--- src/rtl/uart_pkg.sv ---
// Shared UART definitions: receiver state encoding and baud-rate arithmetic.
package uart_pkg;

  typedef enum logic [1:0] {
    RX_IDLE  = 2'd0,
    RX_START = 2'd1,
    RX_DATA  = 2'd2,
    RX_STOP  = 2'd3
  } rx_state_t;

  // Three in-bit sample offsets, counted in clk cycles from the start of a bit.
  typedef struct packed {
    int s1;
    int s2;
    int s3;
  } sample_pts_t;

  // Clock cycles per line bit, rounded up so the bit period is never short.
  function automatic int clks_per_bit(input int clk_hz, input int baud);
    return (clk_hz + baud - 1) / baud;
  endfunction

  // Quarter, half and three-quarter points of a bit period.
  function automatic sample_pts_t sample_points(input int cpb);
    sample_pts_t sp;
    sp.s1 = cpb / 4;
    sp.s2 = cpb / 2;
    sp.s3 = (3 * cpb) / 4;
    return sp;
  endfunction

endpackage

--- src/rtl/uart_rx_if.sv ---
// Received-byte handshake between uart_rx (master) and its consumer (slave).
// Handshake: a byte transfers on every clk edge where rx_valid && rx_rdy.
// rx_valid, once high, stays high with rx_data unchanged until that transfer;
// rx_rdy may change freely and never depends on a combinational path to rx_valid.
interface uart_rx_if #(
  parameter int DATA_BITS = 8
);
  logic                 rx_valid;
  logic                 rx_rdy;
  logic [DATA_BITS-1:0] rx_data;

  modport master (output rx_valid, output rx_data, input rx_rdy);
  modport slave  (input rx_valid, input rx_data, output rx_rdy);
endinterface

--- src/rtl/uart_rx_sampler.sv ---
// Bit-period timer and 3-sample majority vote for the UART receiver.
module uart_rx_sampler
  import uart_pkg::*;
#(
  parameter int BAUD_RATE     = 115200,
  parameter int CLK_FREQUENCY = 48000000
) (
  input  logic clk,
  input  logic reset,
  input  logic run,      // high while a frame is being received
  input  logic rx_s,     // synchronised serial line
  output logic bit_vld,  // third sample point: bit_val is the decided bit
  output logic bit_val,
  output logic bit_end   // last cycle of the current bit period
);

  localparam int          CPB   = clks_per_bit(CLK_FREQUENCY, BAUD_RATE);
  localparam int          CNT_W = (CPB > 1) ? $clog2(CPB) : 1;
  localparam sample_pts_t SP    = sample_points(CPB);

  localparam logic [CNT_W-1:0] S1   = CNT_W'(SP.s1);
  localparam logic [CNT_W-1:0] S2   = CNT_W'(SP.s2);
  localparam logic [CNT_W-1:0] S3   = CNT_W'(SP.s3);
  localparam logic [CNT_W-1:0] LAST = CNT_W'(CPB - 1);

  logic [CNT_W-1:0] bit_cnt;
  logic             samp1;
  logic             samp2;

  // Bit-period counter: parked at 0 while idle, wraps every CPB cycles.
  always_ff @(posedge clk) begin
    if (reset || !run) begin
      bit_cnt <= '0;
    end else if (bit_cnt == LAST) begin
      bit_cnt <= '0;
    end else begin
      bit_cnt <= bit_cnt + 1'b1;
    end
  end

  // Hold the first two samples; the third is taken live at S3 so the
  // decision is available in the same cycle as the third sample.
  always_ff @(posedge clk) begin
    if (reset) begin
      samp1 <= 1'b1;
      samp2 <= 1'b1;
    end else begin
      if (run && bit_cnt == S1) samp1 <= rx_s;
      if (run && bit_cnt == S2) samp2 <= rx_s;
    end
  end

  // Majority vote and period strobes.
  always_comb begin
    bit_vld = run && (bit_cnt == S3);
    bit_end = run && (bit_cnt == LAST);
    bit_val = (samp1 & samp2) | (samp1 & rx_s) | (samp2 & rx_s);
  end

endmodule

--- src/rtl/uart_rx.sv ---
// UART receiver, 8N1-style frames: synchroniser, start/stop validation,
// LSB-first deserialiser and a 1-entry valid/ready holding register.
module uart_rx
  import uart_pkg::*;
#(
  parameter int BAUD_RATE     = 115200,
  parameter int CLK_FREQUENCY = 48000000,
  parameter int DATA_BITS     = 8
) (
  input  logic       clk,
  input  logic       reset,
  input  logic       rx_uart,
  uart_rx_if.master  rx_if,
  output logic       rx_busy,
  output logic       rx_frame_err,
  output logic       rx_overrun_err,
  output rx_state_t  dbg_state
);

  localparam int             IDX_W    = (DATA_BITS > 1) ? $clog2(DATA_BITS) : 1;
  localparam logic [IDX_W-1:0] LAST_IDX = IDX_W'(DATA_BITS - 1);

  rx_state_t            state, state_n;
  logic [1:0]           sync;
  logic [1:0]           sync_fill;
  logic                 rx_s;
  logic                 armed;
  logic [IDX_W-1:0]     idx;
  logic [DATA_BITS-1:0] shift;
  logic                 valid_q;
  logic [DATA_BITS-1:0] data_q;

  logic bit_vld, bit_val, bit_end;
  logic idx_clr, idx_inc, shift_wr;
  logic go_load, go_ferr, go_oerr;

  assign rx_s           = sync[1];
  assign rx_busy        = (state != RX_IDLE);
  assign dbg_state      = state;
  assign rx_if.rx_valid = valid_q;
  assign rx_if.rx_data  = data_q;

  uart_rx_sampler #(
    .BAUD_RATE     (BAUD_RATE),
    .CLK_FREQUENCY (CLK_FREQUENCY)
  ) u_sampler (
    .clk     (clk),
    .reset   (reset),
    .run     (rx_busy),
    .rx_s    (rx_s),
    .bit_vld (bit_vld),
    .bit_val (bit_val),
    .bit_end (bit_end)
  );

  // Two-stage synchroniser plus arming. The sync stages reset to idle-high,
  // so sync_fill keeps armed clear until rx_s reflects a real line sample;
  // otherwise a line held low through reset would look like a start bit.
  always_ff @(posedge clk) begin
    if (reset) begin
      sync      <= 2'b11;
      sync_fill <= 2'b00;
      armed     <= 1'b0;
    end else begin
      sync      <= {sync[0], rx_uart};
      sync_fill <= {sync_fill[0], 1'b1};
      if (rx_s && sync_fill[1]) armed <= 1'b1;
    end
  end

  // FSM state register.
  always_ff @(posedge clk) begin
    if (reset) state <= RX_IDLE;
    else       state <= state_n;
  end

  // FSM next state and datapath strobes.
  always_comb begin
    state_n  = state;
    idx_clr  = 1'b0;
    idx_inc  = 1'b0;
    shift_wr = 1'b0;
    go_load  = 1'b0;
    go_ferr  = 1'b0;
    go_oerr  = 1'b0;
    case (state)
      RX_IDLE: begin
        if (armed && !rx_s) state_n = RX_START;
      end
      RX_START: begin
        if (bit_vld && bit_val) begin
          state_n = RX_IDLE;            // start bit did not hold: line noise
        end else if (bit_end) begin
          state_n = RX_DATA;
          idx_clr = 1'b1;
        end
      end
      RX_DATA: begin
        shift_wr = bit_vld;
        if (bit_end) begin
          if (idx == LAST_IDX) state_n = RX_STOP;
          else                 idx_inc = 1'b1;
        end
      end
      RX_STOP: begin
        // Leave at the third sample rather than the bit end, so a start bit
        // that follows immediately is seen from its first cycle.
        if (bit_vld) begin
          state_n = RX_IDLE;
          if (!bit_val)                      go_ferr = 1'b1;
          else if (!valid_q || rx_if.rx_rdy) go_load = 1'b1;
          else                               go_oerr = 1'b1;
        end
      end
      default: state_n = RX_IDLE;
    endcase
  end

  // Deserialiser: data bit index and LSB-first shift register.
  always_ff @(posedge clk) begin
    if (reset) begin
      idx   <= '0;
      shift <= '0;
    end else begin
      if (idx_clr)      idx <= '0;
      else if (idx_inc) idx <= idx + 1'b1;
      if (shift_wr)     shift[idx] <= bit_val;
    end
  end

  // Holding register and one-cycle error pulses.
  always_ff @(posedge clk) begin
    if (reset) begin
      valid_q        <= 1'b0;
      data_q         <= '0;
      rx_frame_err   <= 1'b0;
      rx_overrun_err <= 1'b0;
    end else begin
      rx_frame_err   <= go_ferr;
      rx_overrun_err <= go_oerr;
      if (go_load) begin
        data_q  <= shift;
        valid_q <= 1'b1;
      end else if (valid_q && rx_if.rx_rdy) begin
        valid_q <= 1'b0;
      end
    end
  end

endmodule
--- src/flat_wrapper.sv ---
// flat-port wrapper written by rule: the top's interface ports become plain ports
module uart_rx_flat import uart_pkg::*;
#(
  parameter int BAUD_RATE     = 115200,
  parameter int CLK_FREQUENCY = 48000000,
  parameter int DATA_BITS     = 8
)
  (clk, reset, rx_uart, rx_busy, rx_frame_err, rx_overrun_err, dbg_state, rx_if_rx_valid, rx_if_rx_data, rx_if_rx_rdy);
  uart_rx_if #(.DATA_BITS(DATA_BITS)) rx_if_i ();
  input  logic clk;
  input  logic reset;
  input  logic rx_uart;
  output logic rx_busy;
  output logic rx_frame_err;
  output logic rx_overrun_err;
  output rx_state_t dbg_state;
  output wire logic [$bits(rx_if_i.rx_valid)-1:0] rx_if_rx_valid;
  output wire logic [$bits(rx_if_i.rx_data)-1:0] rx_if_rx_data;
  input wire logic [$bits(rx_if_i.rx_rdy)-1:0] rx_if_rx_rdy;
  assign rx_if_rx_valid = rx_if_i.rx_valid;
  assign rx_if_rx_data = rx_if_i.rx_data;
  assign rx_if_i.rx_rdy = rx_if_rx_rdy;
  uart_rx #(.BAUD_RATE(BAUD_RATE), .CLK_FREQUENCY(CLK_FREQUENCY), .DATA_BITS(DATA_BITS)) u_core (.clk(clk), .reset(reset), .rx_uart(rx_uart), .rx_if(rx_if_i), .rx_busy(rx_busy), .rx_frame_err(rx_frame_err), .rx_overrun_err(rx_overrun_err), .dbg_state(dbg_state));
endmodule
--- config.mk ---
export PLATFORM = sky130hd
export DESIGN_NAME = uart_rx_flat
export DESIGN_NICKNAME = d
export VERILOG_FILES = /design/src/rtl/uart_pkg.sv /design/src/rtl/uart_rx_if.sv /design/src/rtl/uart_rx_sampler.sv /design/src/rtl/uart_rx.sv /design/src/flat_wrapper.sv
export SDC_FILE = /design/constraint.sdc
export NUM_CORES = 1
export LEC_CHECK = 0
export BUFFER_PORTS_ARGS = -buffer_cell sky130_fd_sc_hd__buf_2
export CORE_MARGIN = 1.5
export CORE_UTILIZATION = 25
export CTS_CLUSTER_DIAMETER = 60
export CTS_CLUSTER_SIZE = 30
export DETAILED_ROUTE_END_ITERATION = 8
export PLACE_DENSITY = 0.39
export REMOVE_ABC_BUFFERS = 1
export SKIP_LAST_GASP = 1
export SYNTH_ARGS = -nofsm -noshare
export SYNTH_HDL_FRONTEND = slang
export SYNTH_SLANG_ARGS = --single-unit
--- constraint.sdc ---
create_clock -name clk -period 1.7 [get_ports clk]
set_input_delay 0.17 -clock clk [delete_from_list [all_inputs] [get_ports clk]]
set_output_delay 0.17 -clock clk [all_outputs]
set_load 0.1 [all_outputs]
==> results of run 1 <==
[layout make-up]
cell class,count,area share
tap,77,0.0451
timing repair buffer,35,0.116
clock buffer,5,0.0322
clock inverter,2,0.00586
inverter,7,0.0123
multi-input combinational,118,0.413
sequential,40,0.376
[worst paths after layout]
| path | endpoint | slack [ps] | cells after the start |
|---|---|---|---|
| worst min register to register | u_core.sync[1] | 410 | 1 |
| worst max register to register | u_core.idx[2] | 80 | 5 |
| worst max-delay path | u_core.idx[2] | 80 | 5 |
| worst min-delay path | u_core.sync[0] | 60 | 2 |
[power by group through the flow]
stage / logic (W) / registers [W] / clock network, W
global route: 0.0000509 / 0.000948 / 0.000678
finish: 0.0000464 / 0.000947 / 0.000597
global placement: 0.0000472 / 0.000969 / 0
floorplan: 0.0000214 / 0.000971 / 0
detailed placement: 0.0000474 / 0.000970 / 0
CTS: 0.0000476 / 0.000947 / 0.000627
[critical path, delay by kind of cell, from the launching register on]
family | cells | cell delay, ps
and+or+nand+nor | 2 | 630
muxes | 1 | 180
DFF | 1 | 320
adders and majority gates | 2 | 390
[metal layers]
| layer | global-route usage | wire, µm | part of all wire | vias up |
|---|---|---|---|---|
| li1 | - | - | - | 680 |
| met1 | 0.132 | 1700 | 0.49 | 607 |
| met2 | 0.172 | 1590 | 0.46 | 19 |
| met3 | 0.0331 | 125 | 0.036 | 3 |
| met4 | 0.0220 | 23 | 0.0067 | 0 |
| met5 | 0 | 0 | 0 | - |
[Yosys cell counts (all sizes together), types with 2 or more instances]
cell type  number
a21oi           3
a31o            9
buf             2
clkbuf          6
dfxtp          40
ha              4
inv             7
mux2i          11
nand2          14
nand2b          3
nand3           7
nand4           2
nand4bb         3
nor2           16
nor3           13
nor3b           2
nor4            4
nor4b           2
o211ai          2
or2             4
xnor2           2
xor2            6
[kinds of logic after synthesis]
kind of cell / synth area share
AO/OA/AOI/OAI: 0.0694
XOR/XNOR: 0.0413
adder cells (fa/ha/maj): 0.0354
buffers and inverters: 0.0347
flip-flops: 0.472
multiplexers: 0.0649
AND/OR/NAND/NOR: 0.282
[sequential cells by signal, summed over array words and instances (netlist names), named ones only]
| signal | flops |
|---|---|
| u_core.rx_if.rx_data | 8 |
| u_core.u_sampler.samp2 | 1 |
| u_core.idx | 3 |
| u_core.sync_fill | 2 |
| u_core.u_sampler.samp1 | 1 |
| u_core.rx_overrun_err | 1 |
| u_core.dbg_state | 1 |
| u_core.sync | 2 |
| u_core.u_sampler.bit_cnt | 9 |
| u_core.shift | 8 |
| u_core.rx_if.rx_valid | 1 |
| u_core.rx_frame_err | 1 |
| u_core.armed | 1 |
[repair_timing]
action	CTS	global route
setup endpoints to repair	4	20
buffers inserted	0	0
pin swaps	0	1
resized for setup	2	7
[per-stage QoR]
step | total power (W) | instance area [µm²] | hold slack [ps] | setup slack [ps] | TNS, ps
after CTS | 0.00162 | 2100 | 56.6 | -2.40 | -2.40
after floorplan | 0.000993 | 1660 | 239 | -1400 | -25350
after detailed placement | 0.00102 | 2010 | 358 | -29.1 | -31.6
final | 0.00159 | 2140 | 64.4 | 77.2 | 0
after global routing | 0.00168 | 2140 | 59.2 | -9.43 | -9.43
after global placement | 0.00102 | 2010 | 354 | 13.5 | 0
==> results_dict.tcl, run 1 <==
set metrics [dict create \
    ant_nets 0 \
    power_density_mw_per_mm2 745 \
    async_reset_ff_frac 0 \
    slew_headroom 0.674 \
    cp-start-kind "register" \
    finalNonFillerCells 284 \
    rsz0062_at_grt "true" \
    combinationalPowerShare 0.029 \
    clkTransAtPathRegs_ps 70 \
    yosysWarnings 0 \
    final_common_cell "dfxtp_1" \
    slew_violations 0 \
    hp-start "rx_uart" \
    finClkSkew_ps 3.42 \
    required_ps 1880 \
    seq_area_frac_synth 0.472 \
    violations "design-rule violations" \
    path_class "register to register" \
    maxCapViolCount 0 \
    postCtsHoldBufs 0 \
    fillers 692 \
    grt_antenna_before_repair 0 \
    drive_gt1_frac 0.275 \
    synth_area_mm2 0.00170 \
    num_rows 29 \
    synth_top_area_share 0.472 \
    tightest_slew_ps 492 \
    clock_power_share 0.375 \
    path_max_fanout 3 \
    grt_start_max_net_pins 17 \
    place.port_buffers 17 \
    seqCellArea_um2 802 \
    p_leak_nw 0.834 \
    die_h_um 85.4 \
    ys.flop_type "dfxtp_1" \
    synth_top_cell_by_area "dfxtp_1" \
    cts_buffer_depth 2 \
    worstPathCellList "ha_1 -> ha_2 -> or4_4 -> mux2i_1 -> nor2_1" \
    clockRootBuffer "clkbuf_8" \
    syn_inst 173 \
    grt_pass1_wl_um 6050 \
    grt_pass1_vias 1325 \
    wl_um 3440 \
    max_freq_mhz 616 \
    yosys-top-cells-area "dfxtp_1 (47%), mux2i_1 (6.5%), a31o_1 (4.6%)" \
    dr_total_vias 1309 \
    arrival_ps 1800 \
    setup_violations 0 \
    hp-class "input pin to register" \
    cts.sinks 40 \
    cts_tree "built" \
    layout.nets 215 \
    die_area_mm2 0.00728 \
    peakVddDrop_mv 0.368 \
    grtUsageTotal 0.104 \
    drt-initial-drc-count 49 \
    hpwlAfterDp_um 2630 \
    critPathLaunch "u_core.idx[0]" \
    coreArea_mm2 0.00646 \
    place.gp.congestion 0.744 \
    status "finished, violations left" \
    area_growth_pct 26.0 \
    wl_per_cell_um 12.1 \
    r2r_start "u_core.idx[0]" \
    period_needed_ps 1620 \
    avgSynthCellArea_um2 9.80 \
    diodes 0 \
    drtPass1Iterations 6 \
    p_int_w 0.00124 \
    cp_slowest_stage_delay_ps 580 \
    clk_latency_ps 280 \
    finalCritPeriodShare 0.955 \
    synthDistinctLibCells 37 \
    multi_input_area_um2 882 \
    io_pins 18 \
    htree_levels 2 \
    cts_inserted_buffers 5 \
    p_sw_frac 0.221 \
    end_kind "register" \
    drcViolationCount 1 \
    dp_cells 277 \
    hold_viol 0 \
    p_seq_frac 0.596 \
    final_cell_mix "dfxtp_1 (39), buf_4 (17), nor2_1 (16), buf_2 (16), nand2_1 (14)" \
    synth_edf_count 0 \
    initial_utilization 0.262 \
    cpMaxStageDelayCell "or4_4" \
    synth-seq-cells 40 \
    final_core_util 0.331 \
    die_width_um 85.4 \
    globalRouteOverflowTotal 0 \
    routed_via_density 4.61 \
    switchingPower_w 0.000351 \
]
Power figures use the tool's default switching activity.
==> inputs of run 2 (changes only) <==
Settings changed: PLACE_DENSITY 0.39 to 0.38.
Clock period 1.7 ns to 1.9 ns, I/O delays scaled along.
==> results_dict.tcl, run 2 (synthesis results as in run 1) <==
set metrics [dict create \
    status "finished, final reports clean" \
    reg2reg_slack_ps 80 \
    final.setup.tns_ps 0 \
    grt_antenna_before_repair 0 \
    clockRootBuffer "clkbuf_8" \
    ctsResizeCount 0 \
    finalCritPeriodShare 0.958 \
    r2r_cells 6 \
    drtPass1Iterations 4 \
    diodes 0 \
    place.port_buffers 17 \
    place.gp.congestion 0.731 \
    r2r_start "u_core.u_sampler.bit_cnt[0]" \
    hold_end "u_core.sync[0]" \
    postCtsHoldBufs 0 \
    coreArea_mm2 0.00646 \
    layout.nets 202 \
    drcViolationCount 0 \
    die_width_um 85.4 \
    cts.sinks 40 \
    die_h_um 85.4 \
    num_rows 29 \
    clk_latency_ps 290 \
    period_needed_ps 1820 \
    cts_setup_buffers 0 \
    hp-start "rx_uart" \
    regToRegEndpoint "u_core.shift[5]" \
    worstPathCellList "inv_1 -> ha_1 -> and4bb_2 -> nand4b_2 -> nor3_1 -> mux2i_1" \
    io_pins 18 \
    cp-start-kind "register" \
    hold_viol 0 \
    slew_violations 0 \
    drt-initial-drc-count 32 \
    cpMaxStageDelayCell "dfxtp_1" \
    largest_reg_flops 9 \
    routed_via_density 4.70 \
    cts_buffer_depth 2 \
    tightest_slew_ps 562 \
    initial_utilization 0.262 \
    hp-class "input pin to register" \
    dr_total_vias 1274 \
    path_class "register to register" \
    setup_slack_ps 80.2 \
    wl_um 3480 \
    cts_inserted_buffers 5 \
    final_cell_mix "dfxtp_1 (40), buf_2 (17), nor2_1 (16)" \
    fillers 679 \
    wl_per_cell_um 12.8 \
    path_max_fanout 8 \
    max_freq_mhz 549 \
    area_growth_pct 16.0 \
    regMostFlops "u_core.u_sampler.bit_cnt" \
    required_ps 2120 \
    hpwlAfterDp_um 2520 \
    final_common_cell "dfxtp_1" \
    htree_levels 2 \
    power_w 0.00143 \
    slew_headroom 0.625 \
    finClkSkew_ps 8.81 \
    grt_pass1_vias 1227 \
    arrival_ps 2040 \
    grt_start_max_net_pins 18 \
    peakVddDrop_mv 0.300 \
    globalRouteOverflowTotal 0 \
    ant_nets 0 \
    place_ws_ps 83.4 \
    rsz0062_at_grt "true" \
    p_leak_nw 0.737 \
    hold_depth 2 \
    cp_slowest_stage_delay_ps 360 \
    die_area_mm2 0.00728 \
    cts_tree "built" \
    grt_pass1_wl_um 6030 \
    power_density_mw_per_mm2 727 \
    crit_buf_inv 1 \
    clkTransAtPathRegs_ps 80 \
    end_kind "register" \
    maxCapViolCount 0 \
    drive_gt1_frac 0.196 \
    critPathTopFamily "simple AND/OR/NAND/NOR gates" \
    setup_violations 0 \
    grtUsageTotal 0.105 \
]
run 2: cell types whose count changed in the layout (fill, tap and decap cells not counted), sizes merged:
cell / change
buf: -13
run 2: power by group:
part | total [W] | internal (W) | switching (W)
Clock | 0.000547 | 0.000249 | 0.000298
Sequential | 0.000847 | 0.000844 | 0.00000348
Combinational | 0.0000356 | 0.0000111 | 0.0000245
run 2: cell type report:
type,instances,area [µm²],share of cell area
Inverter,7,26.3,0.0134
Tap cell,77,96.3,0.0490
Multi-Input combinational cell,118,840,0.427
Sequential cell,40,801,0.407
Clock buffer,5,68.8,0.0350
Timing Repair Buffer,22,123,0.0623
Clock inverter,2,12.5,0.00636
run 2: worst max-delay path by stage:
stage	start	slack (ps)	end	cells after the start
global placement	u_core.u_sampler.bit_cnt[0]	110	u_core.shift[5]	6
detailed placement	u_core.u_sampler.bit_cnt[0]	80	u_core.shift[5]	6
finish	u_core.u_sampler.bit_cnt[0]	80	u_core.shift[5]	6
global route	u_core.u_sampler.bit_cnt[0]	-40	u_core.shift[5]	6
floorplan	register	-1200	u_core.u_sampler.bit_cnt[2]	3
CTS	u_core.u_sampler.bit_cnt[0]	50	u_core.shift[5]	6
run 2: routing by layer:
layer / wire length, µm / track usage / up-vias
met2: 1560 / 0.165 / 22
met5: 0 / 0 / -
met1: 1740 / 0.137 / 593
met4: 42 / 0.0396 / 0
li1: - / - / 655
met3: 135 / 0.0311 / 4
run 2: metrics by stage:
stage	instance area, µm²	std cells	utilization	hold WS, ps
after global routing	1970	271	0.305	72.3
after floorplan	1660	165	-	259
final	1970	271	0.305	85.4
after detailed placement	1880	264	0.291	386
after CTS	1960	271	0.304	74.3
after global placement	1880	264	0.291	378
run 2: worst reg2reg max path, stage by stage, from the launching register on:
cell	delay, ps
dfxtp_1	360
inv_1	70
ha_1	210
and4bb_2	290
nand4b_2	250
nor3_1	350
mux2i_1	240
